<file path="src/rtl/line_buffer_if.sv">
// line_buffer_if: pixel write/read handshake plus status/error bundle for line_buffer.
interface line_buffer_if #(
  parameter int DW = 4,
  parameter int AW = 10
);
  logic          mode, wr_en, rd_en, clr_err;
  logic [DW-1:0] wr_data, rd_data;
  logic          rd_valid, empty, full, ovf, udf;
  logic [AW-1:0] usage;
  modport master (
    output mode, wr_en, wr_data, rd_en, clr_err,
    input  rd_data, rd_valid, empty, full, usage, ovf, udf
  );
  modport slave (
    input  mode, wr_en, wr_data, rd_en, clr_err,
    output rd_data, rd_valid, empty, full, usage, ovf, udf
  );
endinterface

</file>
<file path="src/rtl/line_buffer.sv">
// line_buffer: DEPTH-pixel line store, LIFO (line reversal) or FIFO (pass-through) order.
module line_buffer #(
  parameter int DW    = 4,
  parameter int DEPTH = 800,
  parameter int AW    = 10
) (
  input logic          clk,
  input logic          rst,
  line_buffer_if.slave bus
);
  logic [DW-1:0] mem [DEPTH];
  logic [AW-1:0] count_q, count_d, wr_ptr_q, wr_ptr_d, rd_ptr_q, rd_ptr_d, wr_addr, rd_addr;
  logic [DW-1:0] rd_data_q, rd_data_d;
  logic          mode_q, mode_d, rd_valid_q, rd_valid_d, ovf_q, ovf_d, udf_q, udf_d;
  logic          empty, full, wr_acc, rd_acc;
  always_comb begin
    empty      = count_q == '0;
    full       = count_q == AW'(DEPTH);
    wr_acc     = bus.wr_en && !full;
    rd_acc     = bus.rd_en && !empty;
    rd_addr    = mode_q ? rd_ptr_q : count_q - 1'b1;
    // a LIFO read+write pops the top and pushes into the same slot
    wr_addr    = mode_q ? wr_ptr_q : (rd_acc ? count_q - 1'b1 : count_q);
    count_d    = count_q + AW'(wr_acc) - AW'(rd_acc);
    wr_ptr_d   = (mode_q && wr_acc) ? (wr_ptr_q == AW'(DEPTH - 1) ? '0 : wr_ptr_q + 1'b1) : wr_ptr_q;
    rd_ptr_d   = (mode_q && rd_acc) ? (rd_ptr_q == AW'(DEPTH - 1) ? '0 : rd_ptr_q + 1'b1) : rd_ptr_q;
    mode_d     = (empty && !bus.wr_en) ? bus.mode : mode_q;
    rd_valid_d = rd_acc;
    rd_data_d  = rd_acc ? mem[rd_addr] : rd_data_q;
    ovf_d      = (ovf_q && !bus.clr_err) || (bus.wr_en && full);
    udf_d      = (udf_q && !bus.clr_err) || (bus.rd_en && empty);
  end
  always_ff @(posedge clk) begin
    if (!rst) begin
      count_q    <= '0;
      wr_ptr_q   <= '0;
      rd_ptr_q   <= '0;
      mode_q     <= 1'b0;
      rd_valid_q <= 1'b0;
      rd_data_q  <= '0;
      ovf_q      <= 1'b0;
      udf_q      <= 1'b0;
    end else begin
      count_q    <= count_d;
      wr_ptr_q   <= wr_ptr_d;
      rd_ptr_q   <= rd_ptr_d;
      mode_q     <= mode_d;
      rd_valid_q <= rd_valid_d;
      rd_data_q  <= rd_data_d;
      ovf_q      <= ovf_d;
      udf_q      <= udf_d;
    end
  end
  always_ff @(posedge clk)
    if (rst && wr_acc) mem[wr_addr] <= bus.wr_data;
  assign bus.rd_data  = rd_data_q;
  assign bus.rd_valid = rd_valid_q;
  assign bus.empty    = empty;
  assign bus.full     = full;
  assign bus.usage    = count_q;
  assign bus.ovf      = ovf_q;
  assign bus.udf      = udf_q;
endmodule

</file>
<file path="src/flat_wrapper.sv">
// flat-port wrapper written by rule: the top's interface ports become plain ports
module line_buffer_flat 
#(
  parameter int DW    = 4,
  parameter int DEPTH = 800,
  parameter int AW    = 10
)
  (clk, rst, bus_mode, bus_wr_en, bus_wr_data, bus_rd_en, bus_clr_err, bus_rd_data, bus_rd_valid, bus_empty, bus_full, bus_usage, bus_ovf, bus_udf);
  line_buffer_if #(.DW(DW), .AW(AW)) bus_i ();
  input logic clk;
  input logic rst;
  input wire logic [$bits(bus_i.mode)-1:0] bus_mode;
  input wire logic [$bits(bus_i.wr_en)-1:0] bus_wr_en;
  input wire logic [$bits(bus_i.wr_data)-1:0] bus_wr_data;
  input wire logic [$bits(bus_i.rd_en)-1:0] bus_rd_en;
  input wire logic [$bits(bus_i.clr_err)-1:0] bus_clr_err;
  output wire logic [$bits(bus_i.rd_data)-1:0] bus_rd_data;
  output wire logic [$bits(bus_i.rd_valid)-1:0] bus_rd_valid;
  output wire logic [$bits(bus_i.empty)-1:0] bus_empty;
  output wire logic [$bits(bus_i.full)-1:0] bus_full;
  output wire logic [$bits(bus_i.usage)-1:0] bus_usage;
  output wire logic [$bits(bus_i.ovf)-1:0] bus_ovf;
  output wire logic [$bits(bus_i.udf)-1:0] bus_udf;
  assign bus_i.mode = bus_mode;
  assign bus_i.wr_en = bus_wr_en;
  assign bus_i.wr_data = bus_wr_data;
  assign bus_i.rd_en = bus_rd_en;
  assign bus_i.clr_err = bus_clr_err;
  assign bus_rd_data = bus_i.rd_data;
  assign bus_rd_valid = bus_i.rd_valid;
  assign bus_empty = bus_i.empty;
  assign bus_full = bus_i.full;
  assign bus_usage = bus_i.usage;
  assign bus_ovf = bus_i.ovf;
  assign bus_udf = bus_i.udf;
  line_buffer #(.DW(DW), .DEPTH(DEPTH), .AW(AW)) u_core (.clk(clk), .rst(rst), .bus(bus_i));
endmodule
</file>
<file path="config.mk">
export PLATFORM = sky130hd
export DESIGN_NAME = line_buffer_flat
export DESIGN_NICKNAME = d
export VERILOG_FILES = /design/src/rtl/line_buffer_if.sv /design/src/rtl/line_buffer.sv /design/src/flat_wrapper.sv
export SDC_FILE = /design/constraint.sdc
export NUM_CORES = 2
export LEC_CHECK = 0
export BUFFER_PORTS_ARGS = -buffer_cell sky130_fd_sc_hd__buf_2
export CAP_MARGIN = 20
export CORE_ASPECT_RATIO = 1.75
export CORE_MARGIN = 3
export CORE_UTILIZATION = 44
export DETAILED_ROUTE_END_ITERATION = 8
export PLACE_DENSITY_LB_ADDON = 0.12
export REMOVE_ABC_BUFFERS = 1
export SYNTH_ARGS = -nofsm -noshare
export SYNTH_HDL_FRONTEND = slang
export SYNTH_SLANG_ARGS = --single-unit
</file>
<file path="constraint.sdc">
create_clock -name clk -period 7.5 [get_ports clk]
set_clock_uncertainty 0.05 [all_clocks]
set_input_delay 0.75 -clock clk [delete_from_list [all_inputs] [get_ports clk]]
set_output_delay 0.75 -clock clk [all_outputs]
set_load 0.005 [all_outputs]
</file>
# After elaboration in Yosys (flattened, before gate mapping)
# Memories as Yosys holds them, arrays and structs flattened. A register that Yosys moved wholly into a read port is not among the register bits.
# Cells that the tools add are included.
# W data, S select, Z words.
word_totals:
  memories: 1
  in_bits: 10
  wordCells: 41
  mem_bits_rw: 3200
  regBits: 34
  output_inout_bits: 19
memory_table:
  columns: ["name", "words", "word_bits", "read_ports", "rd_clocked_by_memory_dff", "write_ports", "line", "text"]
  rows:
  - ["u_core.mem", 800, 4, 1, 1, 1, "line_buffer.sv:11", "logic [DW-1:0] mem [DEPTH];"]
classes:
  muxes: 7
  n_addsub: 5
  n_reduce_logical: 18
  n_eq_ne: 3
op_table:
  columns: ["op", "count"]
  rows:
  - ["$mux W10", 5]
  - ["$eq A10 B10 Y1 const B", 3]
  - ["$add A10 B1 Y10 const B", 2]
  - ["$add A10 B1 Y10", 1]
  - ["$logic_and A1 B1 Y1", 10]
  - ["$logic_not A10 Y1", 1]
  - ["$sub A10 B1 Y10", 1]
  - ["$sub A10 B1 Y10 const B", 1]
  - ["$logic_not A1 Y1", 5]
  - ["$logic_or A1 B1 Y1", 2]
  - ["$mux W1", 2]

# Logic depth before layout (Yosys ltp)
logic_depth:
  word_depth: 6
  mapped_depth: 20
  ltp_nobuf: 18

# Worst setup path after synthesis
# OpenSTA, ideal clock, no wires.
synth_timing:
  path_kind: "register to register"
  from: "reg u_core.count_q[0] (netlist: u_core.bus.usage[0])"
  to: "mem u_core.mem[101][0] (enable)"
  stages_incl_launch_ff: 16
  t_required_ns: 7.121
  period_less_slack_ns: 3.396
  arrival_ns: 3.017
  path_buffers: 4
  path_slack_ns: 4.104
  setup_time_ns: 0.329
  cell_sequence: "dfxtp_1 buf_2 inv_1 ha_1 and3_1 nand3_1 and2_1 clkbuf_1 buf_2 a211oi_1 a21oi_1 nand2_1 nor2_1 nand2_1 clkbuf_1 nor2_1"
synth_between:
  elab_chain_len: 6
  word_cells_on_any_way: 12
  cone_classes: "add/sub (1); eq/ne (1); mux (4); reduce/logical (6)"
synth_rtl:
  columns: ["item", "line", "text"]
  rows:
  - ["start: declaration", "line_buffer.sv:12", "logic [AW-1:0] count_q, count_d, wr_ptr_q, wr_ptr_d, rd_ptr_q, rd_ptr_d, wr_addr, rd_addr;"]
  - ["start signal: assignment", "line_buffer.sv:44", "count_q <= count_d;"]
  - ["parallel branches: the longest is 6 deep, another holds $sub A10 B1 Y10", null, null]
  - ["end: declaration", "line_buffer.sv:11", null]
# Several ways; the timed one is not identified.

# Final worst setup path
layout_timing:
  from: "reg u_core.count_q[0] (netlist: u_core.bus.usage[0])"
  to: "reg u_core.rd_data_q[2] (netlist: u_core.bus.rd_data[2]), read port of u_core.mem"
layout_between:
  elab_chain_len: 3
  word_cells_on_any_way: 5
  cone_classes: "add/sub (1); mux (1); reduce/logical (3)"
layout_rtl:
  columns: ["item", "line", "text"]
  rows:
  - ["parallel branches: the longest is 3 deep, another holds $sub A10 B1 Y10", null, null]
  - ["end: declaration", "line_buffer.sv:13", "logic [DW-1:0] rd_data_q, rd_data_d;"]
# Several ways; the timed one is not identified.
# A chain may end at the register's enable or synchronous reset.

==> flow_summary.ini <==
[setup_path]
rr_worst_depth = 13
path_max_fanout = 39
r2r_slack_ns = 1.29
cp_data_required_time_ns = 8.24
crit_path_end = u_core.bus.rd_data[2]
cpPeakStageDelay_ns = 0.81
cp-start-kind = flop
end_kind = flop
r2r-start = u_core.bus.usage[0]
critPathTopFamily = compound AO/OA/AOI/OAI gates
path_class = flop to flop
crit_buf_inv = 3
worst_path_max_delay_cell = xor2_2
cp_num_cells = 13
critPathArrivalTime_ns = 6.95
startpoint = u_core.bus.usage[0]
crit_chain = inv_1 > ha_1 > xor2_2 > o21a_4 > buf_12 > nor4_4 > buf_4 > nand3_1 > nand4_1 > o41a_1 > nand4_1 > nand3_1 > a2111oi_2
timing.rr.end = u_core.bus.rd_data[2]

[synthesis]
ys_warn_count = 0
synthCells = 7341
yosysSeqAreaShare_pct = 74.2
synth.distinct_cells = 94
netlist_area_um2 = 131000
async_flop_share_pct = 0
synth_ff_type = edfxtp_1
synth_edf_count = 3200
avgSynthCellArea_um2 = 17.8
ys_ff_latch = 3238

[clock_tree]
root_buffer = clkbuf_16
cts.sinks = 3238
htree_levels = 5
cts_tree = yes
numCtsBuffers = 296
cts_setup_buffers = 0
clk_path_buf_depth = 4
clk_latency_ns = 0.90
post_cts_resize_count = 0
hold_buffers = 0
cts.clk_slew.worst_paths_ns = 0.07

[global_routing]
grt_max_degree = 227
grt_pass1_wl_um = 603000
grtUsageTotal_pct = 28.7
grt_antenna_before_repair = 27
grt_pass1_vias = 74500
overflow = 0

[drt]
num_vias = 71500
dr.pass1.iters = 9
drc = 0
ant_nets = 0
vias_per_cell = 6.20
drt-total-wl_um = 437000
drtIter0Drc = 8260
wl_per_cell_um = 38.0

[place]
io_buffers = 28
routabilityCongestion = 0.906
hpwl_um = 275000
detailed_place.area_um2 = 135000

[power_and_ir_drop]
totalPowerFinal_w = 0.0595
power.density_nw_per_um2 = 411
ir_drop_mv = 0.404
p_leak_nw = 45.0

[timing]
slew-limit-headroom_pct = 18.9
period_share_pct = 82.8
tns_ns = 0
setup_violations = 0
rsz0062_at_grt = no
report.final.hold_viol_count = 0
max_freq_ghz = 0.161
tightest_slew_ns = 1.22
period_needed_ns = 6.21
holdWs_ns = 0.0927
drv_slew = 0

[cells_and_area]
drive_gt1_share_pct = 19.3
fin_nets = 7478
multi_input_area_um2 = 30800
fillerInstances = 24600
syn_to_final_growth_pct = 10.8
seq_area_um2 = 96900
design_area_um2 = 145000

[floorplan]
dieArea_um2 = 304000
placementRows = 264
coreArea_um2 = 295000
die_x_um = 418
floorplan.initialDensity_pct = 44.2
ios = 29
die_y_um = 727

[worst_hold_path]
hp-class = input port to flop
min_from = bus_mode

[status]
status = complete, no violations

[flow_run]
maxCapViolations = 0
-- kinds of logic after synthesis --
group                    synth area share (%)
AND/OR/NAND/NOR                          7.11
AO/OA/AOI/OAI                            2.45
multiplexers                             13.2
flip-flops                               74.2
adder cells (fa/ha/maj)                 0.274
XOR/XNOR                                0.221
buffers and inverters                    2.58
-- worst min path at each step --
stage,to,slack [ns],depth (start not counted)
3_3_place_gp,u_core.rd_ptr_q[8],0.45,2
6_report,u_core.mode_q,0.09,3
2_1_floorplan,u_core.rd_ptr_q[6],0.43,2
3_5_place_dp,u_core.rd_ptr_q[8],0.47,2
4_1_cts,u_core.mode_q,0.03,3
5_1_grt,u_core.mode_q,0.1,3
-- Yosys cell counts (15+ instances only) --
cell      number  share of area, %
mux4_2       676                12
nand4_1       56              0.27
a31oi_1       63              0.30
buf_1         41              0.12
buf_2        105              0.40
a32oi_1       77              0.52
inv_1         25             0.072
buf_8         25              0.29
a21oi_1       83              0.32
a211oi_1      20              0.12
nand2_1      840               2.4
buf_4         69              0.40
edfxtp_1    3200                74
mux2i_1      162               1.2
nor3_1        42              0.16
xnor2_1       23              0.15
nor2_1       878               2.5
buf_6         84              0.72
o22ai_1       28              0.13
o21ai_0       50              0.19
and3_1        37              0.18
and2_1        15             0.072
dfxtp_1       38              0.58
clkbuf_1     159              0.46
nand3_1      277               1.1
ha_1          27              0.26
-- metal layers --
layer / up-vias / track usage (%) / routed length (µm)
met5: - / 0 / 69
met4: 10 / 15.4 / 28700
met3: 856 / 4.28 / 30100
met2: 3254 / 49.8 / 224000
met1: 38300 / 34.4 / 154000
li1: 29100 / - / -
-- layout by cell type, fill, tap and decap left out, types with 42 or more instances in the layout --
cell type	n
edfxtp_1	3200
clkinv_1	54
clkinv_2	44
a21oi_1	82
mux4_2	676
buf_4	217
nand4_1	56
a32oi_1	77
mux2i_1	162
nor2_1	862
o21ai_0	48
clkbuf_1	52
nor3_1	42
nand3_1	277
clkbuf_16	308
a31oi_1	63
nand2_1	805
-- power breakdown --
group / internal (W) / switching [W] / leakage, nW / total, W
Combinational: 0.00692 / 0.0172 / 11.4 / 0.0241
Clock: 0.00851 / 0.00676 / 4.58 / 0.0153
Sequential: 0.0200 / 0.0000926 / 29.1 / 0.0200
Total: 0.0354 / 0.0241 / 45.0 / 0.0595
-- through the flow --
step	util (%)	setup WS (ns)	cells
after floorplan	-	-6.29	6850
after CTS	49.0	1.26	11500
after detailed placement	45.8	1.26	11000
final	49.0	1.29	11500
after global routing	49.0	1.22	11500
after global placement	45.8	1.03	11000
-- worst min-delay path, cell delays in order --
cell	delay [ns]
buf_2	0.10
nand2_1	0.05
a21boi_0	0.06
-- final cells by class --
cell class / instances / area share [%]
tap: 3857 / 3.34
inverter: 25 / 0.0649
clock buffer: 365 / 5.51
clock inverter: 144 / 0.988
antenna: 12 / 0.0208
timing repair buffer: 292 / 1.86
sequential: 3238 / 66.9
multi-input combinational: 3587 / 21.3
-- registers in the layout (all words and copies together) (netlist names) --
name                 cells
u_core.wr_ptr_q         10
u_core.bus.udf           1
u_core.bus.usage        10
u_core.mode_q            1
u_core.mem            3200
u_core.bus.ovf           1
u_core.bus.rd_valid      1
u_core.bus.rd_data       4
u_core.rd_ptr_q         10
(Power assumes the default switching activity.)
